==> config.mk <==
export PLATFORM = sky130hd
export DESIGN_NAME = shim_trigger_sequencer
export DESIGN_NICKNAME = d
export VERILOG_FILES = /design/src/rtl/shim_trigger_sequencer.sv
export SDC_FILE = /design/constraint.sdc
export NUM_CORES = 1
export LEC_CHECK = 0
export CAP_MARGIN = 20
export CELL_PAD_IN_SITES_DETAIL_PLACEMENT = 1
export CELL_PAD_IN_SITES_GLOBAL_PLACEMENT = 1
export CORE_MARGIN = 10
export CORE_UTILIZATION = 40
export DETAILED_ROUTE_END_ITERATION = 16
export PLACE_DENSITY_LB_ADDON = 0.1
export SYNTH_ARGS = -nofsm -noshare
export SYNTH_HDL_FRONTEND = slang
export SYNTH_SLANG_ARGS = --single-unit
==> constraint.sdc <==
create_clock -name clk -period 6.5 [get_ports clk]
set_input_delay 1.3 -clock clk [delete_from_list [all_inputs] [get_ports clk]]
set_output_delay 1.3 -clock clk [all_outputs]
set_load 0.02 [all_outputs]
==> src/rtl/shim_trigger_sequencer.sv <==
// Command-driven trigger sequencer for the shim DAC/ADC channel array.
// Pops 32-bit command words and issues registered one-cycle trigger pulses.
//
// state  | meaning
// IDLE   | no command in progress; next word may be popped
// SYNC   | waiting for every unmasked channel to report waiting_for_trigger
// EXPECT | counting external trigger edges on the selected source
// DELAY  | counting down a fixed number of cycles
// ERROR  | illegal command seen; frozen until reset
module shim_trigger_sequencer #(
    parameter int N_DAC_CH                = 8,
    parameter int N_ADC_CH                = 8,
    parameter int N_EXT_TRIG              = 2,
    parameter int TRIGGER_LOCKOUT_DEFAULT = 5000
) (
    input  logic                  clk,
    input  logic                  resetn,
    output logic                  cmd_word_rd_en,
    input  logic [31:0]           cmd_word,
    input  logic                  cmd_buf_empty,
    input  logic [N_EXT_TRIG-1:0] ext_trigger,
    input  logic [N_DAC_CH-1:0]   dac_waiting_for_trigger,
    input  logic [N_ADC_CH-1:0]   adc_waiting_for_trigger,
    output logic                  trigger_out,
    output logic                  bad_cmd,
    output logic                  busy,
    output logic [31:0]           trig_count
);

    localparam int              LP_NCH         = N_DAC_CH + N_ADC_CH;
    localparam logic [5:0]      LP_N_EXT       = 6'(N_EXT_TRIG);
    localparam logic [28:0]     LP_LOCKOUT_RST = 29'(TRIGGER_LOCKOUT_DEFAULT);

    localparam logic [2:0] OP_SYNC        = 3'd1;
    localparam logic [2:0] OP_SET_LOCKOUT = 3'd2;
    localparam logic [2:0] OP_EXPECT      = 3'd3;
    localparam logic [2:0] OP_DELAY       = 3'd4;
    localparam logic [2:0] OP_FORCE       = 3'd5;
    localparam logic [2:0] OP_SET_MASK    = 3'd6;
    localparam logic [2:0] OP_CANCEL      = 3'd7;

    typedef enum logic [2:0] {
        ST_IDLE   = 3'd0,
        ST_SYNC   = 3'd1,
        ST_EXPECT = 3'd2,
        ST_DELAY  = 3'd3,
        ST_ERROR  = 3'd4
    } state_t;

    state_t                r_state;
    state_t                w_state_nxt;
    logic                  r_rst_done;
    logic                  r_trig;
    logic                  r_bad_cmd;
    logic                  r_busy;
    logic [31:0]           r_trig_count;
    logic [28:0]           r_lockout;
    logic [28:0]           r_lockout_cnt;
    logic [LP_NCH-1:0]     r_mask;
    logic [23:0]           r_exp_cnt;
    logic [4:0]            r_exp_src;
    logic [28:0]           r_delay_cnt;
    logic [N_EXT_TRIG-1:0] r_ext_prev;

    logic [2:0]            w_op;
    logic [28:0]           w_val;
    logic                  w_head_valid;
    logic                  w_all_ready;
    logic [N_EXT_TRIG-1:0] w_edges;
    logic                  w_ext_hit;
    logic                  w_hit_eff;
    logic                  w_src_ok;
    logic                  w_op_done;
    logic                  w_pop;
    logic                  w_do_trig;
    logic                  w_cancel;
    logic                  w_illegal;

    assign w_op         = cmd_word[31:29];
    assign w_val        = cmd_word[28:0];
    // Hold off pops for the first cycle after reset release.
    assign w_head_valid = r_rst_done && !cmd_buf_empty;
    assign w_all_ready  = &({adc_waiting_for_trigger, dac_waiting_for_trigger} | ~r_mask);
    assign w_edges      = ext_trigger & ~r_ext_prev;
    assign w_src_ok     = ({1'b0, w_val[28:24]} < LP_N_EXT);
    assign w_hit_eff    = w_ext_hit && !w_cancel;

    always_comb begin
        w_ext_hit = 1'b0;
        for (int i = 0; i < N_EXT_TRIG; i++) begin
            if (r_exp_src == 5'(i) && w_edges[i]) begin
                w_ext_hit = 1'b1;
            end
        end
        w_ext_hit = w_ext_hit && (r_state == ST_EXPECT) && (r_lockout_cnt == '0);
    end

    always_comb begin
        w_state_nxt = r_state;
        w_pop       = 1'b0;
        w_do_trig   = 1'b0;
        w_cancel    = 1'b0;
        w_illegal   = 1'b0;
        w_op_done   = 1'b0;

        case (r_state)
            ST_IDLE: w_op_done = 1'b1;
            ST_SYNC: begin
                if (w_all_ready) begin
                    w_op_done   = 1'b1;
                    w_do_trig   = 1'b1;
                    w_state_nxt = ST_IDLE;
                end
            end
            ST_EXPECT: begin
                if (w_ext_hit) begin
                    w_do_trig = 1'b1;
                    if (r_exp_cnt == 24'd1) begin
                        w_op_done   = 1'b1;
                        w_state_nxt = ST_IDLE;
                    end
                end
            end
            ST_DELAY: begin
                if (r_delay_cnt == 29'd1) begin
                    w_op_done   = 1'b1;
                    w_state_nxt = ST_IDLE;
                end
            end
            default: ;
        endcase

        // The popped word overrides the completing op's next state (no bubble).
        if (w_head_valid && (r_state != ST_ERROR) && (w_op_done || w_op == OP_CANCEL)) begin
            w_pop = 1'b1;
            case (w_op)
                OP_SYNC: begin
                    if (w_all_ready) begin
                        w_do_trig   = 1'b1;
                        w_state_nxt = ST_IDLE;
                    end else begin
                        w_state_nxt = ST_SYNC;
                    end
                end
                OP_SET_LOCKOUT, OP_SET_MASK: w_state_nxt = ST_IDLE;
                OP_EXPECT: begin
                    if (!w_src_ok) begin
                        w_illegal   = 1'b1;
                        w_state_nxt = ST_ERROR;
                    end else if (w_val[23:0] == 24'd0) begin
                        w_state_nxt = ST_IDLE;
                    end else begin
                        w_state_nxt = ST_EXPECT;
                    end
                end
                OP_DELAY: w_state_nxt = (w_val == '0) ? ST_IDLE : ST_DELAY;
                OP_FORCE: begin
                    w_do_trig   = 1'b1;
                    w_state_nxt = ST_IDLE;
                end
                OP_CANCEL: begin
                    w_cancel    = 1'b1;
                    w_do_trig   = 1'b0;
                    w_state_nxt = ST_IDLE;
                end
                default: begin
                    w_illegal   = 1'b1;
                    w_state_nxt = ST_ERROR;
                end
            endcase
        end
    end

    always_ff @(posedge clk or negedge resetn) begin
        if (!resetn) begin
            r_state       <= ST_IDLE;
            r_rst_done    <= 1'b0;
            r_trig        <= 1'b0;
            r_bad_cmd     <= 1'b0;
            r_busy        <= 1'b0;
            r_trig_count  <= '0;
            r_lockout     <= LP_LOCKOUT_RST;
            r_lockout_cnt <= '0;
            r_mask        <= '1;
            r_exp_cnt     <= '0;
            r_exp_src     <= '0;
            r_delay_cnt   <= '0;
            r_ext_prev    <= '0;
        end else begin
            r_state    <= w_state_nxt;
            r_rst_done <= 1'b1;
            r_trig     <= w_do_trig;
            r_busy     <= (w_state_nxt != ST_IDLE);
            r_ext_prev <= ext_trigger;
            if (w_do_trig) begin
                r_trig_count <= r_trig_count + 32'd1;
            end
            if (w_illegal) begin
                r_bad_cmd <= 1'b1;
            end
            if (w_hit_eff) begin
                r_lockout_cnt <= r_lockout;
            end else if (r_lockout_cnt != '0) begin
                r_lockout_cnt <= r_lockout_cnt - 29'd1;
            end
            if (w_pop && w_op == OP_SET_LOCKOUT) begin
                r_lockout <= w_val;
            end
            if (w_pop && w_op == OP_SET_MASK) begin
                r_mask <= w_val[LP_NCH-1:0];
            end
            if (w_cancel) begin
                r_exp_cnt   <= '0;
                r_delay_cnt <= '0;
            end else begin
                if (w_pop && w_op == OP_EXPECT) begin
                    r_exp_cnt <= w_val[23:0];
                    r_exp_src <= w_val[28:24];
                end else if (w_hit_eff) begin
                    r_exp_cnt <= r_exp_cnt - 24'd1;
                end
                if (w_pop && w_op == OP_DELAY) begin
                    r_delay_cnt <= w_val;
                end else if (r_state == ST_DELAY && r_delay_cnt != '0) begin
                    r_delay_cnt <= r_delay_cnt - 29'd1;
                end
            end
        end
    end

    assign cmd_word_rd_en = w_pop;
    assign trigger_out    = r_trig;
    assign bad_cmd        = r_bad_cmd;
    assign busy           = r_busy;
    assign trig_count     = r_trig_count;

endmodule
* Word level (Yosys, flattened, before mapping) *
Cells that the tools add are included.

storage, ports and cells
  bits in registers = 173
  input port bits = 53
  output and inout port bits = 36

operators by class
  add/subtract/negate cells = 4
  order comparisons = 1
  equal/unequal tests = 14
  mux-type cells = 37
  bitwise gates (word level) = 5
  reduce and logical (&&, ||, !) cells = 31

operators by type and width
  cell                                                 count
  two-way mux 29 bit                                   5
  two-way mux 24 bit                                   3
  zero test 29 bit                                     2
  nonzero test 29 bit                                  2
  subtractor 29 x 1 -> 29 bit (second input constant)  2
  adder 32 x 1 -> 32 bit (second input constant)       1
  == test 29 x 1 -> 1 bit (second input constant)      1
  == test 24 x 1 -> 1 bit (second input constant)      1
  zero test 24 bit                                     1
  subtractor 24 x 1 -> 24 bit (second input constant)  1
  two-way mux 3 bit                                    6
  inverter 16 bit                                      1
  bitwise OR 16 bit                                    1
  AND reduction 16 bit                                 1
  two-way mux 1 bit                                    15
  logical AND 1 bit                                    13
  == test 3 x 2 -> 1 bit (second input constant)       4
  == test 3 bit (second input constant)                4
  one-hot mux 3 bit (4 select lines)                   1
  one-hot mux 3 bit (3 select lines)                   1
  nonzero test 3 bit                                   3
  == test 3 x 1 -> 1 bit (second input constant)       2
  OR reduction 6 bit                                   1
  == test 5 x 1 -> 1 bit (second input constant)       1
  other kinds (16)                                     19

* Depth between registers and ports, before layout *
Gate-level depths: netlist of the first run.

  word-level depth = 17
  depth in mapped cells = 12
  gate-level depth less buffers = 10

* Worst setup path after synthesis of the first run *
OpenSTA, ideal clock, no wires.

  kind = input -> output
  start point = input adc_waiting_for_trigger[3]
  end point = output cmd_word_rd_en
  data arrival time = 2,721 ps
  data required time = 5,200 ps
  path slack = 2,479 ps
  stages = 7
  buffers on the path = 0
  cells stage by stage = nand2b_1 -> o2111ai_1 -> nor4_1 -> a21oi_1 -> a31oi_4 -> nor2_2 -> inv_1

between the ends
  cells in the longest elaborated chain, start to end = 7

ends and longest elaborated chain
  item                                RTL line  text
  start, declared                     23        input logic [N_ADC_CH-1:0] adc_waiting_for_trigger,
  bitwise OR 16 bit                   83        assign w_all_ready = &({adc_waiting_for_trigger, dac_waiting_for_trigger} | ~r_mask);
  AND reduction 16 bit                83
  two-way mux 1 bit                   109       if (w_all_ready) begin
  one-hot mux 1 bit (4 select lines)  106       case (r_state)
  logical OR 1 bit                    134       if (w_head_valid && (r_state != ST_ERROR) && (w_op_done || w_op == OP_CANCEL)) begin
  logical AND 1 bit                   134
  two-way mux 1 bit                   134
  end, declared                       18        output logic cmd_word_rd_en,

Every way passes these cells.

* Worst setup path after layout of the first run *
  start point = input ext_trigger[0]
  end point = output cmd_word_rd_en

between the ends
  cells in the longest elaborated chain, start to end = 11

ends and longest elaborated chain
  item                                RTL line  text
  start, declared                     21        input logic [N_EXT_TRIG-1:0] ext_trigger,
  bitwise AND 2 bit                   84        assign w_edges = ext_trigger & ~r_ext_prev;
  logical AND 1 bit                   91        if (r_exp_src == 5'(i) && w_edges[i]) begin
  two-way mux 1 bit (2 in a row)      91
  logical AND 1 bit (2 in a row)      95        w_ext_hit = w_ext_hit && (r_state == ST_EXPECT) && (r_lockout_cnt == '0);
  two-way mux 1 bit                   116       if (w_ext_hit) begin
  one-hot mux 1 bit (4 select lines)  106
  logical OR 1 bit                    134
  logical AND 1 bit                   134
  two-way mux 1 bit                   134

Every way passes these cells.

==> out/metrics.cfg, run 1 <==
[layout]
diodes = 0
areaGrowthSynthToFinish_pct = 21.1
ff_latch_area_um2 = 4360
finalNetCount = 1005
fillers = 2356
final_layout_size_suffix_gt1_share_pct = 13.7
multi_input_area_um2 = 4250

[clock_network]
cts.repair.resized = 0
clock_path_buffers = 2
worst_skew_pair.late_latency_ns = 0.43
hold_buffers = 0
cts-htree-levels = 4
clk_pin_slew_worst_paths_ns = 0.07
clock_sinks = 173
cts_tree = built
numCtsBuffers = 17
cts_setup_buffers = 0
clockRootBuffer = clkbuf_16

[setup_path]
path_class = primary input to output port
crit_chain = clkdlybuf4s50_1, nor3b_1, o211ai_1, nor4_4, nand3_2, a31oi_4, nor2_2, inv_1, clkdlybuf4s50_1
crit_fanout = 7
critPathArrivalTime_ns = 3.96
start_kind = primary input
reg2reg_from = r_state[2]
cp_num_buf_inv = 3
crit_top_cell = clkdlybuf4s50_1
slowest_stage = clkdlybuf4s50_1
critPathLaunch = ext_trigger[0]
worst-endpoint-required_ns = 5.20
endpoint_kind = output port
cp_top_family = buffers and inverters
critPathMaxStageDelay_ns = 0.60

[synthesis]
syn_nets = 919
yosys.area.top_type = dfrtp_1
ys_warn_count = 0
ys_types = 54
async_reset_ff_share_pct = 100
yosysSeqAreaShare_pct = 49.6
avgSynthCellArea_um2 = 10.2
synth-edff-count = 0
synthTopCellsByArea = dfrtp_1, xnor2_1, dfstp_2
synth_top_area_share_pct = 43.3
syn-cell-area_um2 = 8780
synth_flop_cell = dfrtp_1
synth-seq-cells = 173
syn_inst = 858

[sta]
skew_ns = 0.0127
timing.hold.ws_ns = 0.481
finalHoldViolCount = 0
slew_violations = 0
slew_headroom_pct = 30.2
final.setup.tns_ns = 0
worst_pin_slew_ns = 1.05
rsz0062_at_grt = no
setup_ws_ns = 1.24
max_freq_mhz = 190
period_share_pct = 80.8
setup_viol = 0
fin_crit_ns = 5.26

[placed_design]
dp_slack_ns = 1.20
gp_congestion = 0.815
hpwl_mm = 18.8
io_buffer_count = 88

[global_route]
grt_pass1_vias = 7343
grt_pass1_wl_mm = 41.7
track_usage_pct = 18.3
antenna_found_initial = 0
overflow = 0
grt_max_degree = 75

[pwr]
clkPwrFrac_pct = 28.9
peakVddDrop_mv = 0.192
p_switching_w = 0.00114
leakagePower_nw = 4.13
power_density_nw_per_um2 = 341
combPwrFrac_pct = 23.2
p_int_w = 0.00248
swShare_pct = 31.5
seqPwrFrac_pct = 47.8

[routing]
routed_wl_mm = 26.1
via_per_inst = 5.55
route.detailed.drc = 0
ant_nets = 0
route.vias.total = 6869
drt_iter0_markers = 392
post_drt_wl_per_cell_um = 21.1
dr.pass1.iters = 4

[outcome]
status = complete, no violations

[floorplan]
dieArea_um2 = 28300
core_area_um2 = 21700
fp.dieH_um = 168
ios = 89
rows = 54
die_w_um = 168
start_util_pct = 40.5

[min_path]
hp-class = register to register
worstHoldStart = r_lockout[27]

[job]
cap_violations = 0

==> final cells by class <==
type	count	share of cell area, %
Clock buffer	18	4.13
Sequential cell	173	41.0
Tap cell	280	3.30
Multi-Input combinational cell	637	40.0
Timing Repair Buffer	101	9.66
Clock inverter	14	1.48
Inverter	14	0.494
==> power by group through the flow <==
stage	logic [W]	registers (W)	clock network (W)
2_1_floorplan	0.000597	0.00167	0
3_3_place_gp	0.000809	0.00172	0
3_5_place_dp	0.000844	0.00174	0
4_1_cts	0.000853	0.00173	0.00107
5_1_grt	0.000936	0.00178	0.00112
6_report	0.000843	0.00173	0.00105
==> state kept, by name, indices dropped and copies added (netlist names) <==
name           cells
r_rst_done         1
r_exp_src          5
r_exp_cnt         24
r_ext_prev         2
r_lockout_cnt     29
trigger_out        1
r_state            3
bad_cmd            1
trig_count        32
r_delay_cnt       29
r_lockout         29
r_mask            16
busy               1
==> kinds of logic (layout without fill, tap and decap cells) <==
family | after synthesis | count (layout) | synth area share [%]
AND/OR/NAND/NOR | 348 | 348 | 20.2
flip-flops | 173 | 173 | 49.6
AO/OA/AOI/OAI | 121 | 121 | 9.00
XOR/XNOR | 104 | 104 | 10.4
multiplexers | 55 | 55 | 7.44
buffers and inverters | 48 | 147 | 2.25
adder cells (fa/ha/maj) | 8 | 8 | 1.14
other | 1 | 1 | 0.0427
==> worst min-delay path, stage by stage, from the launching register on <==
cell	delay, ns
dfrtp_1	0.35
nand2_1	0.05
o21ai_0	0.06
==> per-layer routing <==
metal  track usage (%)  vias up  routed length (µm)  part of all wire, %
met5                 0        -                   0                    0
met4              4.31        0                 325                  1.2
met3              2.63       18                 441                  1.7
met2              32.2       68               13400                   52
met1              23.2     3556               11900                   45
li1                  -     3227                   -                    -
==> Yosys cell counts, types with 6 or more instances <==
cell type and instances:
nand3_1 27, o21ai_0 34, and3_1 12, nand2b_1 18, xor2_1 30, a211oi_1 23
mux2_2 42, nand4_1 15, o31ai_1 19, inv_1 14, mux2_4 10, dfstp_2 21
a21oi_1 23, nor3_1 28, or4_1 6, nor2_1 74, xnor2_1 74, nand2_1 93
or3_1 8, nor4_1 33, clkbuf_1 30, dfrtp_1 152, ha_1 8, nor3b_1 6
==> through the flow <==
stage | utilization, % | power, W | std cells | cell area (µm²)
after global routing | 49.0 | 0.00384 | 1237 | 10600
after CTS | 48.8 | 0.00366 | 1235 | 10600
final | 49.0 | 0.00362 | 1237 | 10600
after global placement | 45.9 | 0.00252 | 1202 | 9960
after floorplan | - | 0.00227 | 858 | 8780
after detailed placement | 46.1 | 0.00258 | 1203 | 9990
==> path summary, 6_finish.rpt <==
kind | slack [ns] | endpoint | cells past startpoint
worst max-delay path | 1.24 | cmd_word_rd_en | 9
worst min-delay path | 0.48 | r_lockout_cnt[27] | 2
worst max register to register | 2.29 | trig_count[9] | 8
worst min register to register | 0.48 | r_lockout_cnt[27] | 2
max in group asynchronous | 4.42 | trig_count[22] | 2
min in group asynchronous | 0.91 | r_lockout_cnt[2] | 1
==> cell usage in the layout (no fill, tap or decap), drive strengths merged, types with 24 or more instances in the layout <==
master,netlist,final
nor2,75,75
dfrtp,152,152
mux2,52,52
nand3,28,28
clkdlybuf4s50,0,87
nor3,28,28
xnor2,74,74
a211oi,24,24
xor2,30,30
nand2,93,93
nor4,35,35
o21ai,35,35
Power figures use the tool's default switching activity.
==> run 2, diff against run 1 <==
==> constraint.sdc (replaced) <==
create_clock -name clk -period 4.7 [get_ports clk]
set_input_delay 0.94 -clock clk [delete_from_list [all_inputs] [get_ports clk]]
set_output_delay 0.94 -clock clk [all_outputs]
set_load 0.02 [all_outputs]
==> out/metrics.cfg, run 2 (synthesis results as in run 1) <==
[outcome]
status = complete, no violations  ; unchanged

[setup_path]
crit_chain = nor4_1, nand3b_1, nor4_1, nand2_1, a31oi_4, nor2_2, inv_1, clkdlybuf4s50_1  ; was clkdlybuf4s50_1, nor3b_1, o211ai_1, nor4_4, nand3_2, a31oi_4, nor2_2, inv_1, clkdlybuf4s50_1
rr_worst_depth = 9  ; was 8
path_class = register to output port  ; was primary input to output port
worst-endpoint-required_ns = 3.76  ; was 5.20 ns
crit_top_cell = nor4_1  ; was clkdlybuf4s50_1
worstReg2RegEnd = r_lockout[19]  ; was trig_count[9]
slowest_stage = nor4_1  ; was clkdlybuf4s50_1
start_kind = register  ; was primary input
cp_top_family = simple AND/OR/NAND/NOR gates  ; was buffers and inverters
critPathArrivalTime_ns = 3.51  ; was 3.96 ns
reg2reg_from = r_delay_cnt[6]  ; was r_state[2]
critPathMaxStageDelay_ns = 0.63  ; was 0.60 ns
cp_num_buf_inv = 2  ; was 3
rrSetupSlack_ns = 1.05  ; was 2.29 ns
crit_fanout = 7  ; unchanged
endpoint_kind = output port  ; unchanged

[placed_design]
hpwl_mm = 19.0  ; was 18.8 mm
io_buffer_count = 88  ; unchanged
gp_congestion = 0.804  ; was 0.815

[layout]
diodes = 0  ; unchanged
largest_reg_flops = 32  ; unchanged
mostFrequentLayoutCells = dfrtp_1, nand2_1, clkdlybuf4s50_1  ; unchanged
areaGrowthSynthToFinish_pct = 21.2  ; was 21.1%
finalNetCount = 1011  ; was 1005
final_layout_size_suffix_gt1_share_pct = 14.1  ; was 13.7%
final_util_pct = 49.1  ; was 49.0%
layout_commonest_cell = dfrtp_1  ; unchanged

[sta]
finalHoldViolCount = 0  ; unchanged
fin_crit_ns = 4.45
slew_headroom_pct = 34.1  ; was 30.2%
skew_ns = 0.0109  ; was 0.0127 ns
setup_viol = 0  ; unchanged
slew_violations = 0  ; unchanged
rsz0062_at_grt = no  ; unchanged
final.setup.tns_ns = 0  ; unchanged
worst_pin_slew_ns = 0.987  ; was 1.05 ns
max_freq_mhz = 225
period_share_pct = 94.7

[clock_network]
hold_buffers = 0  ; unchanged
cts-htree-levels = 4  ; unchanged
clock_path_buffers = 2  ; unchanged
numCtsBuffers = 17  ; unchanged
cts_setup_buffers = 0  ; unchanged
clockRootBuffer = clkbuf_16  ; unchanged
cts.repair.resized = 0  ; unchanged
worst_skew_pair.late_latency_ns = 0.43  ; about the same
cts_tree = built  ; unchanged
clock_sinks = 173  ; unchanged
clk_pin_slew_worst_paths_ns = 0.07  ; about the same

[min_path]
worstHoldStart = bad_cmd  ; was r_lockout[27]
hold_end = bad_cmd  ; was r_lockout_cnt[27]
hold_path_depth = 1  ; was 2
hp-class = register to register  ; unchanged

[pwr]
leakagePower_nw = 4.15  ; was 4.13 nW
p_switching_w = 0.00155  ; was 0.00114 W
p_int_w = 0.00345  ; was 0.00248 W
clkPwrFrac_pct = 28.5  ; was 28.9%
seqPwrFrac_pct = 47.9  ; was 47.8%
combPwrFrac_pct = 23.5  ; was 23.2%
swShare_pct = 31.0  ; was 31.5%
peakVddDrop_mv = 0.213  ; was 0.192 mV
power_density_nw_per_um2 = 470  ; was 341 nW/µm²

[routing]
routed_wl_mm = 26.1  ; unchanged
route.detailed.drc = 0  ; unchanged
route.vias.total = 6907  ; was 6869
post_drt_wl_per_cell_um = 21.0  ; was 21.1 µm
ant_nets = 0  ; unchanged
via_per_inst = 5.56  ; was 5.55
drt_iter0_markers = 464  ; was 392
dr.pass1.iters = 4  ; unchanged

[global_route]
grt_pass1_vias = 7546  ; was 7343
antenna_found_initial = 0  ; unchanged
grt_pass1_wl_mm = 42.0  ; was 41.7 mm
overflow = 0  ; unchanged
grt_max_degree = 104  ; was 75
track_usage_pct = 18.5  ; was 18.3%

[floorplan]
core_area_um2 = 21700  ; unchanged
ios = 89  ; unchanged
start_util_pct = 40.5  ; unchanged
die_w_um = 168  ; unchanged
dieArea_um2 = 28300  ; unchanged
fp.dieH_um = 168  ; unchanged
rows = 54  ; unchanged

[job]
cap_violations = 0  ; unchanged

[run 2: stage by stage]
step	instances	instance area, µm²	hold slack, ns	worst slack [ns]	power [W]
after CTS	1243	10600	0.474	0.242	0.00505
after global placement	1210	10000	0.457	0.418	0.00350
final	1243	10600	0.469	0.248	0.00500
after global routing	1243	10600	0.497	0.0365	0.00529
after floorplan	858	8780	0.440	1.28	0.00313
after detailed placement	1211	10100	0.461	0.349	0.00359
[run 2: cell type report]
cell class / count / area, µm²
inverters: 14 / 52.6
clock inverters: 8 / 76.3
multi-input cells: 637 / 4250
repair buffers: 107 / 1040
clock buffers: 24 / 513
well taps: 280 / 350
flip-flops and latches: 173 / 4360
fillers: 2380 / 11000
[run 2: per-layer routing]
metal	GRT usage (%)	routed length (µm)	share of wire, %	vias to the layer above
li1	-	-	-	3217
met2	32.1	13400	52	78
met3	2.96	648	2.5	27
met4	5.19	361	1.4	0
met5	0	0	0	-
met1	23.4	11600	45	3585
[run 2: how the worst max path moves through the flow]
| stage | startpoint | to | cells after the start |
|---|---|---|---|
| floorplan | adc_waiting_for_trigger[3] | r_lockout[18] | 10 |
| global placement | ext_trigger[0] | cmd_word_rd_en | 9 |
| detailed placement | ext_trigger[0] | cmd_word_rd_en | 9 |
| CTS | r_delay_cnt[10] | cmd_word_rd_en | 8 |
| global route | r_delay_cnt[10] | cmd_word_rd_en | 8 |
| finish | r_delay_cnt[6] | cmd_word_rd_en | 8 |
[run 2: power groups by stage]
stage	sequential (W)	clock (W)	combinational (W)
after floorplan	0.00231	0	0.000825
after global placement	0.00238	0	0.00113
after detailed placement	0.00241	0	0.00118
after CTS	0.00239	0.00146	0.00119
after global routing	0.00246	0.00152	0.00131
final	0.00240	0.00143	0.00118
